`src/rtl/div_iter_if.sv`:
```
// Divide handshake between the ALU (master) and the iterative divider (slave).
// Carries operands, the opn_valid/res_ready/res_valid handshake, the result and busy.
interface div_iter_if #(
    parameter int WIDTH = 32
);
    logic [WIDTH-1:0]   a;
    logic [WIDTH-1:0]   b;
    logic               sign;
    logic               opn_valid;
    logic               res_ready;
    logic               res_valid;
    logic [2*WIDTH-1:0] result;
    logic               busy;

    modport master (
        output a, b, sign, opn_valid, res_ready,
        input  res_valid, result, busy
    );

    modport slave (
        input  a, b, sign, opn_valid, res_ready,
        output res_valid, result, busy
    );
endinterface

```
`src/rtl/div_iter.sv`:
```
// Radix-2 restoring divider, one quotient bit per cycle, responder side of the ALU divide handshake.
// Result is {remainder, quotient}; signed ops divide magnitudes and fix up signs on completion.
module div_iter #(
    parameter int WIDTH = 32
) (
    input  logic        clk,
    input  logic        resetn,
    input  logic        flush,
    div_iter_if.slave   bus
);
    localparam int CNT_W = $clog2(WIDTH);

    localparam logic [1:0] S_IDLE = 2'd0;
    localparam logic [1:0] S_BUSY = 2'd1;
    localparam logic [1:0] S_DONE = 2'd2;

    logic [1:0]         state_q,     state_d;
    logic [CNT_W-1:0]   cnt_q,       cnt_d;
    logic [WIDTH:0]     rem_q,       rem_d;
    logic [WIDTH-1:0]   quo_q,       quo_d;
    logic [WIDTH-1:0]   div_q,       div_d;
    logic               sign_quo_q,  sign_quo_d;
    logic               sign_rem_q,  sign_rem_d;
    logic               div_zero_q,  div_zero_d;
    logic               res_valid_q, res_valid_d;
    logic [2*WIDTH-1:0] result_q,    result_d;

    logic [WIDTH+1:0]   rem_shift;
    logic [WIDTH+1:0]   trial;
    logic [WIDTH:0]     rem_next;
    logic [WIDTH-1:0]   quo_next;
    logic [WIDTH-1:0]   quo_fix;
    logic [WIDTH-1:0]   rem_fix;
    logic               neg_a;
    logic               neg_b;

    always_comb begin
        // Dividend shifts out of quo_q into the partial remainder one bit per iteration.
        rem_shift = {rem_q, quo_q[WIDTH-1]};
        trial     = rem_shift - {2'b00, div_q};
        rem_next  = trial[WIDTH+1] ? rem_shift[WIDTH:0] : trial[WIDTH:0];
        quo_next  = {quo_q[WIDTH-2:0], ~trial[WIDTH+1]};
        quo_fix   = div_zero_q ? '1 : (sign_quo_q ? -quo_next : quo_next);
        rem_fix   = sign_rem_q ? -rem_next[WIDTH-1:0] : rem_next[WIDTH-1:0];

        neg_a = bus.sign & bus.a[WIDTH-1];
        neg_b = bus.sign & bus.b[WIDTH-1];

        state_d    = state_q;
        cnt_d      = cnt_q;
        rem_d      = rem_q;
        quo_d      = quo_q;
        div_d      = div_q;
        sign_quo_d = sign_quo_q;
        sign_rem_d = sign_rem_q;
        div_zero_d = div_zero_q;
        result_d   = result_q;

        if (flush) begin
            state_d = S_IDLE;
        end else begin
            case (state_q)
                S_IDLE: begin
                    if (bus.opn_valid) begin
                        state_d    = S_BUSY;
                        cnt_d      = '0;
                        rem_d      = '0;
                        quo_d      = neg_a ? -bus.a : bus.a;
                        div_d      = neg_b ? -bus.b : bus.b;
                        sign_quo_d = neg_a ^ neg_b;
                        sign_rem_d = neg_a;
                        div_zero_d = (bus.b == '0);
                    end
                end
                S_BUSY: begin
                    rem_d = rem_next;
                    quo_d = quo_next;
                    cnt_d = cnt_q + CNT_W'(1);
                    if (cnt_q == CNT_W'(WIDTH-1)) begin
                        state_d  = S_DONE;
                        result_d = {rem_fix, quo_fix};
                    end
                end
                S_DONE: begin
                    if (bus.res_ready) begin
                        state_d = S_IDLE;
                    end
                end
                default: begin
                    state_d = S_IDLE;
                end
            endcase
        end

        res_valid_d = (state_d == S_DONE);
    end

    always_ff @(posedge clk or negedge resetn) begin
        if (!resetn) begin
            state_q     <= S_IDLE;
            cnt_q       <= '0;
            rem_q       <= '0;
            quo_q       <= '0;
            div_q       <= '0;
            sign_quo_q  <= 1'b0;
            sign_rem_q  <= 1'b0;
            div_zero_q  <= 1'b0;
            res_valid_q <= 1'b0;
            result_q    <= '0;
        end else begin
            state_q     <= state_d;
            cnt_q       <= cnt_d;
            rem_q       <= rem_d;
            quo_q       <= quo_d;
            div_q       <= div_d;
            sign_quo_q  <= sign_quo_d;
            sign_rem_q  <= sign_rem_d;
            div_zero_q  <= div_zero_d;
            res_valid_q <= res_valid_d;
            result_q    <= result_d;
        end
    end

    assign bus.res_valid = res_valid_q;
    assign bus.result    = result_q;
    assign bus.busy      = (state_q != S_IDLE);

endmodule

```
`src/flat_wrapper.sv`:
```
// flat-port wrapper written by rule: the top's interface ports become plain ports
module div_iter_flat 
#(
    parameter int WIDTH = 32
)
  (clk, resetn, flush, bus_a, bus_b, bus_sign, bus_opn_valid, bus_res_ready, bus_res_valid, bus_result, bus_busy);
  div_iter_if #(.WIDTH(WIDTH)) bus_i ();
  input  logic clk;
  input  logic resetn;
  input  logic flush;
  input wire logic [$bits(bus_i.a)-1:0] bus_a;
  input wire logic [$bits(bus_i.b)-1:0] bus_b;
  input wire logic [$bits(bus_i.sign)-1:0] bus_sign;
  input wire logic [$bits(bus_i.opn_valid)-1:0] bus_opn_valid;
  input wire logic [$bits(bus_i.res_ready)-1:0] bus_res_ready;
  output wire logic [$bits(bus_i.res_valid)-1:0] bus_res_valid;
  output wire logic [$bits(bus_i.result)-1:0] bus_result;
  output wire logic [$bits(bus_i.busy)-1:0] bus_busy;
  assign bus_i.a = bus_a;
  assign bus_i.b = bus_b;
  assign bus_i.sign = bus_sign;
  assign bus_i.opn_valid = bus_opn_valid;
  assign bus_i.res_ready = bus_res_ready;
  assign bus_res_valid = bus_i.res_valid;
  assign bus_result = bus_i.result;
  assign bus_busy = bus_i.busy;
  div_iter #(.WIDTH(WIDTH)) u_core (.clk(clk), .resetn(resetn), .flush(flush), .bus(bus_i));
endmodule
```
`config.mk`:
```
export PLATFORM = sky130hd
export DESIGN_NAME = div_iter_flat
export DESIGN_NICKNAME = d
export VERILOG_FILES = /design/src/rtl/div_iter_if.sv /design/src/rtl/div_iter.sv /design/src/flat_wrapper.sv
export SDC_FILE = /design/constraint.sdc
export NUM_CORES = 1
export LEC_CHECK = 0
export BUFFER_PORTS_ARGS = -buffer_cell sky130_fd_sc_hd__clkbuf_2
export CORE_ASPECT_RATIO = 0.7
export CORE_MARGIN = 10
export CORE_UTILIZATION = 54
export CTS_CLUSTER_SIZE = 10
export DETAILED_ROUTE_END_ITERATION = 8
export PLACE_DENSITY = 0.78
export SLEW_MARGIN = 20
export SYNTH_ARGS = -nofsm -noshare
export SYNTH_HDL_FRONTEND = slang
export SYNTH_SLANG_ARGS = --single-unit
export TNS_END_PERCENT = 10
```
`constraint.sdc`:
```
create_clock -name clk -period 6.2 [get_ports clk]
set_clock_uncertainty 0.1 [all_clocks]
set_input_delay 0.31 -clock clk [delete_from_list [all_inputs] [get_ports clk]]
set_output_delay 0.31 -clock clk [all_outputs]
set_load 0.005 [all_outputs]
```
==> results.cfg <==
[yosys]
yosys.area_share.xor_xnor_pct = 10.45
synth-compound-area-share_pct = 24.41
ys.flop_type = dfrtp_1
synth_edf_count = 0
ys_ff_latch = 172
ys_top_cells_by_area = dfrtp_1 (36%), o21ai_0 (6.9%), xnor2_1 (5.4%)
syn_inst = 1421
yosys.area_share.adder_pct = 4.191
async_flop_share_pct = 100.0
synth_largest_area_cell = dfrtp_1
syn-mean-instance-area_um2 = 8.319
synth_top_cell_area_share_pct = 36.41
synthSimpleGateAreaFrac_pct = 18.17
synth.distinct_cells = 78
syn-num-nets = 1530
synth_mux_area_share_pct = 2.000
yosysSeqAreaShare_pct = 36.41
synth_warnings = 0
synth_top_family_by_area = compound AO/OA/AOI/OAI gates
netlist_area_um2 = 11820

[final_layout]
post-route-util_pct = 61.38
num_antenna_cells = 0
num-nets-final = 1626
drive_gt1_share_pct = 13.99
fillers = 1932
area_growth_pct = 12.26
design_area_um2 = 13270

[setup_path]
cp_top_family = compound AO/OA/AOI/OAI gates
crit_required_ps = 6390
max_stage_delay_ps = 500
r2r_slack_ps = 890
startpoint_type = flop
path_depth = 17
ff2ff_path_depth = 17
crit_buf_inv = 1
reg2reg_from = u_core.rem_q[11]$_DFFE_PN0P_
path_cells = ha_1 > and4_1 > nand3_2 > a2111o_1 > a31oi_2 > o31a_1 > nor2_2 > inv_2 > mux2i_1 > ha_1 > nand2_1 > or4_1 > a22o_1 > a211oi_4 > a41oi_1 > xnor2_1 > o21ai_1
r2r-end = u_core.bus.result[62]$_DFFE_PN0P_
path_max_fanout = 17
critPathKind = flop to flop
cpMaxStageDelayCell = dfrtp_1
cp-end-kind = flop
crit_top_cell = ha_1
worstPathArrival_ps = 5500

[hold_path]
min_from = flush
hp-class = input pin to flop
holdPathStages = 2
whs_endpoint = u_core.bus.res_valid$_DFF_PN0_

[global_route]
grt_pass1_vias = 10154
grt_pass1_wl_um = 56350
grtUsageTotal_pct = 24.92
grt_start_max_net_pins = 93
grt_overflow = 0
antenna_found_initial = 0

[clock_network]
cts.sinks = 172
cts_setup_buffers = 0
path_clk_slew_ps = 70
htreeDepth = 4
clock_latency_ps = 450
cts_inserted_buffers = 17
cts_root_buf = clkbuf_16
cts_tree = yes
clock_path_buffers = 2

[timing]
period_share_pct = 85.69
slew_headroom_pct = 34.21
worstMarginPinSlew_ps = 983.4
hold_violations = 0
grt_setup_unrepaired = no
slew_violations = 0
fmax_mhz = 188.2
final-setup-viol-count = 0
worst_hold_slack_ps = 20.53
worst_slack_ps = 887.3
final.setup.tns_ps = 0
fin_crit_ps = 5313

[placement]
gp_congestion = 0.9723
pre_cts_slack_ps = 1020
place_area_um2 = 12680
port_buffers = 135
place_hpwl_um = 27150

[die]
dieHeight_um = 143.8
die_w_um = 196.8
rows = 45
initial_core_util_pct = 54.68
ioPinCount = 136
core_area_um2 = 21620
fp.dieArea_um2 = 28300

[power_and_ir_drop]
powerDensity_nw_per_um2 = 503.3
ir_drop_mv = 0.3249
p_leak_uw = 0.006036

[detailed_routing]
vias = 11247
drtAntennaViolNets = 0
wirelength_um = 35680
drt_pass1_iterations = 6
drc = 0
wl_per_cell_um = 19.69
drt-initial-drc-count = 1374
avgViaCountPerCell = 6.207

[outcome]
status = finished, final reports clean

[job]
drv_cap = 0
worst max-delay path by stage:
stage / endpoint / startpoint / slack [ps]
after floorplan: u_core.bus.result[62]$_DFFE_PN0P_ / u_core.rem_q[0]$_DFFE_PN0P_ / 1260
after CTS: u_core.bus.result[62]$_DFFE_PN0P_ / u_core.rem_q[11]$_DFFE_PN0P_ / 980
after detailed placement: u_core.bus.result[62]$_DFFE_PN0P_ / u_core.rem_q[11]$_DFFE_PN0P_ / 1020
after global placement: u_core.bus.result[62]$_DFFE_PN0P_ / u_core.rem_q[11]$_DFFE_PN0P_ / 1160
after global routing: u_core.bus.result[60]$_DFFE_PN0P_ / u_core.rem_q[11]$_DFFE_PN0P_ / 540
final: u_core.bus.result[62]$_DFFE_PN0P_ / u_core.rem_q[11]$_DFFE_PN0P_ / 890
synthesized netlist by cell type (all sizes together) (12+ instances only):
master / n
o31ai: 18
nand4: 17
nand3: 22
a21oi: 95
nand2: 168
xor2: 68
dfrtp: 172
or3: 22
nor2: 113
inv: 54
o21ai: 179
clkbuf: 57
a21o: 17
buf: 18
a22oi: 33
nor3: 30
ha: 38
mux2i: 21
and3: 13
xnor2: 73
nor4: 20
nand2b: 12
a31oi: 27
power breakdown:
group | switching (µW) | leakage [µW] | internal [µW]
combinational | 2580 | 0.00348 | 1410
clock | 513 | 0.000278 | 569
sequential | 291 | 0.00228 | 1320
total | 3380 | 0.00604 | 3300
metal layers:
metal  routed length, µm  up-vias  global-route usage (%)  share of wire [%]
li1                    -     5306                       -                  -
met1               17390     5323                   39.58                 49
met2               13620      587                   31.82                 38
met3                4340       31                   6.657                 12
met4                 333        0                   5.405               0.93
met5                   0        -                       0                  0
layout by cell type (no fill, tap or decap), types with 20 or more instances in the layout:
cell	instances
a31oi_1	26
mux2i_1	20
dfrtp_1	172
nand3_1	20
a21oi_1	91
o21ai_0	163
xnor2_1	73
or3_1	22
nor4_1	20
clkbuf_2	134
nor2_1	110
ha_1	38
nor3_1	30
xor2_1	68
nand2_1	167
inv_1	53
a22oi_1	33
logic make-up after synthesis:
family                     Yosys count
AOI/OAI and AO/OA                  460
and+or+nand+nor                    457
DFF                                172
xor gates and xnor gates           141
buffers and inverters              129
adders and majority gates           39
muxes                               23
sequential cells by signal, indices dropped and copies added (netlist names):
signal and cells:
u_core.bus.result 64, u_core.div_zero_q 1, u_core.quo_q 32, u_core.sign_quo_q 1, u_core.div_q 32, u_core.bus.res_valid 1, u_core.cnt_q 5, u_core.sign_rem_q 1
u_core.rem_q 33, u_core.state_q 2
area by class of cell:
| cell class | count | area [µm²] | share of cell area [%] |
|---|---|---|---|
| Multi-Input combinational cell | 1120 | 7018 | 52.89 |
| Sequential cell | 172 | 4304 | 32.43 |
| Timing Repair Buffer | 152 | 812.0 | 6.119 |
| Clock buffer | 18 | 429.2 | 3.234 |
| Tap cell | 282 | 352.8 | 2.659 |
| Inverter | 54 | 202.7 | 1.527 |
| Clock inverter | 14 | 151.4 | 1.141 |
timing repair:
item                                    in CTS  in global routing
hold buffers                                 1                  0
hold endpoints to repair                    64                  0
gates resized for setup                      0                  0
endpoints found under the setup margin       0                  0
stage by stage:
step | power [µW] | cells
after CTS | 6532 | 1812
after global placement | 5411 | 1779
after global routing | 7110 | 1812
after floorplan | 4364 | 1421
after detailed placement | 5438 | 1779
final | 6679 | 1812
Power figures use the tool's default switching activity.
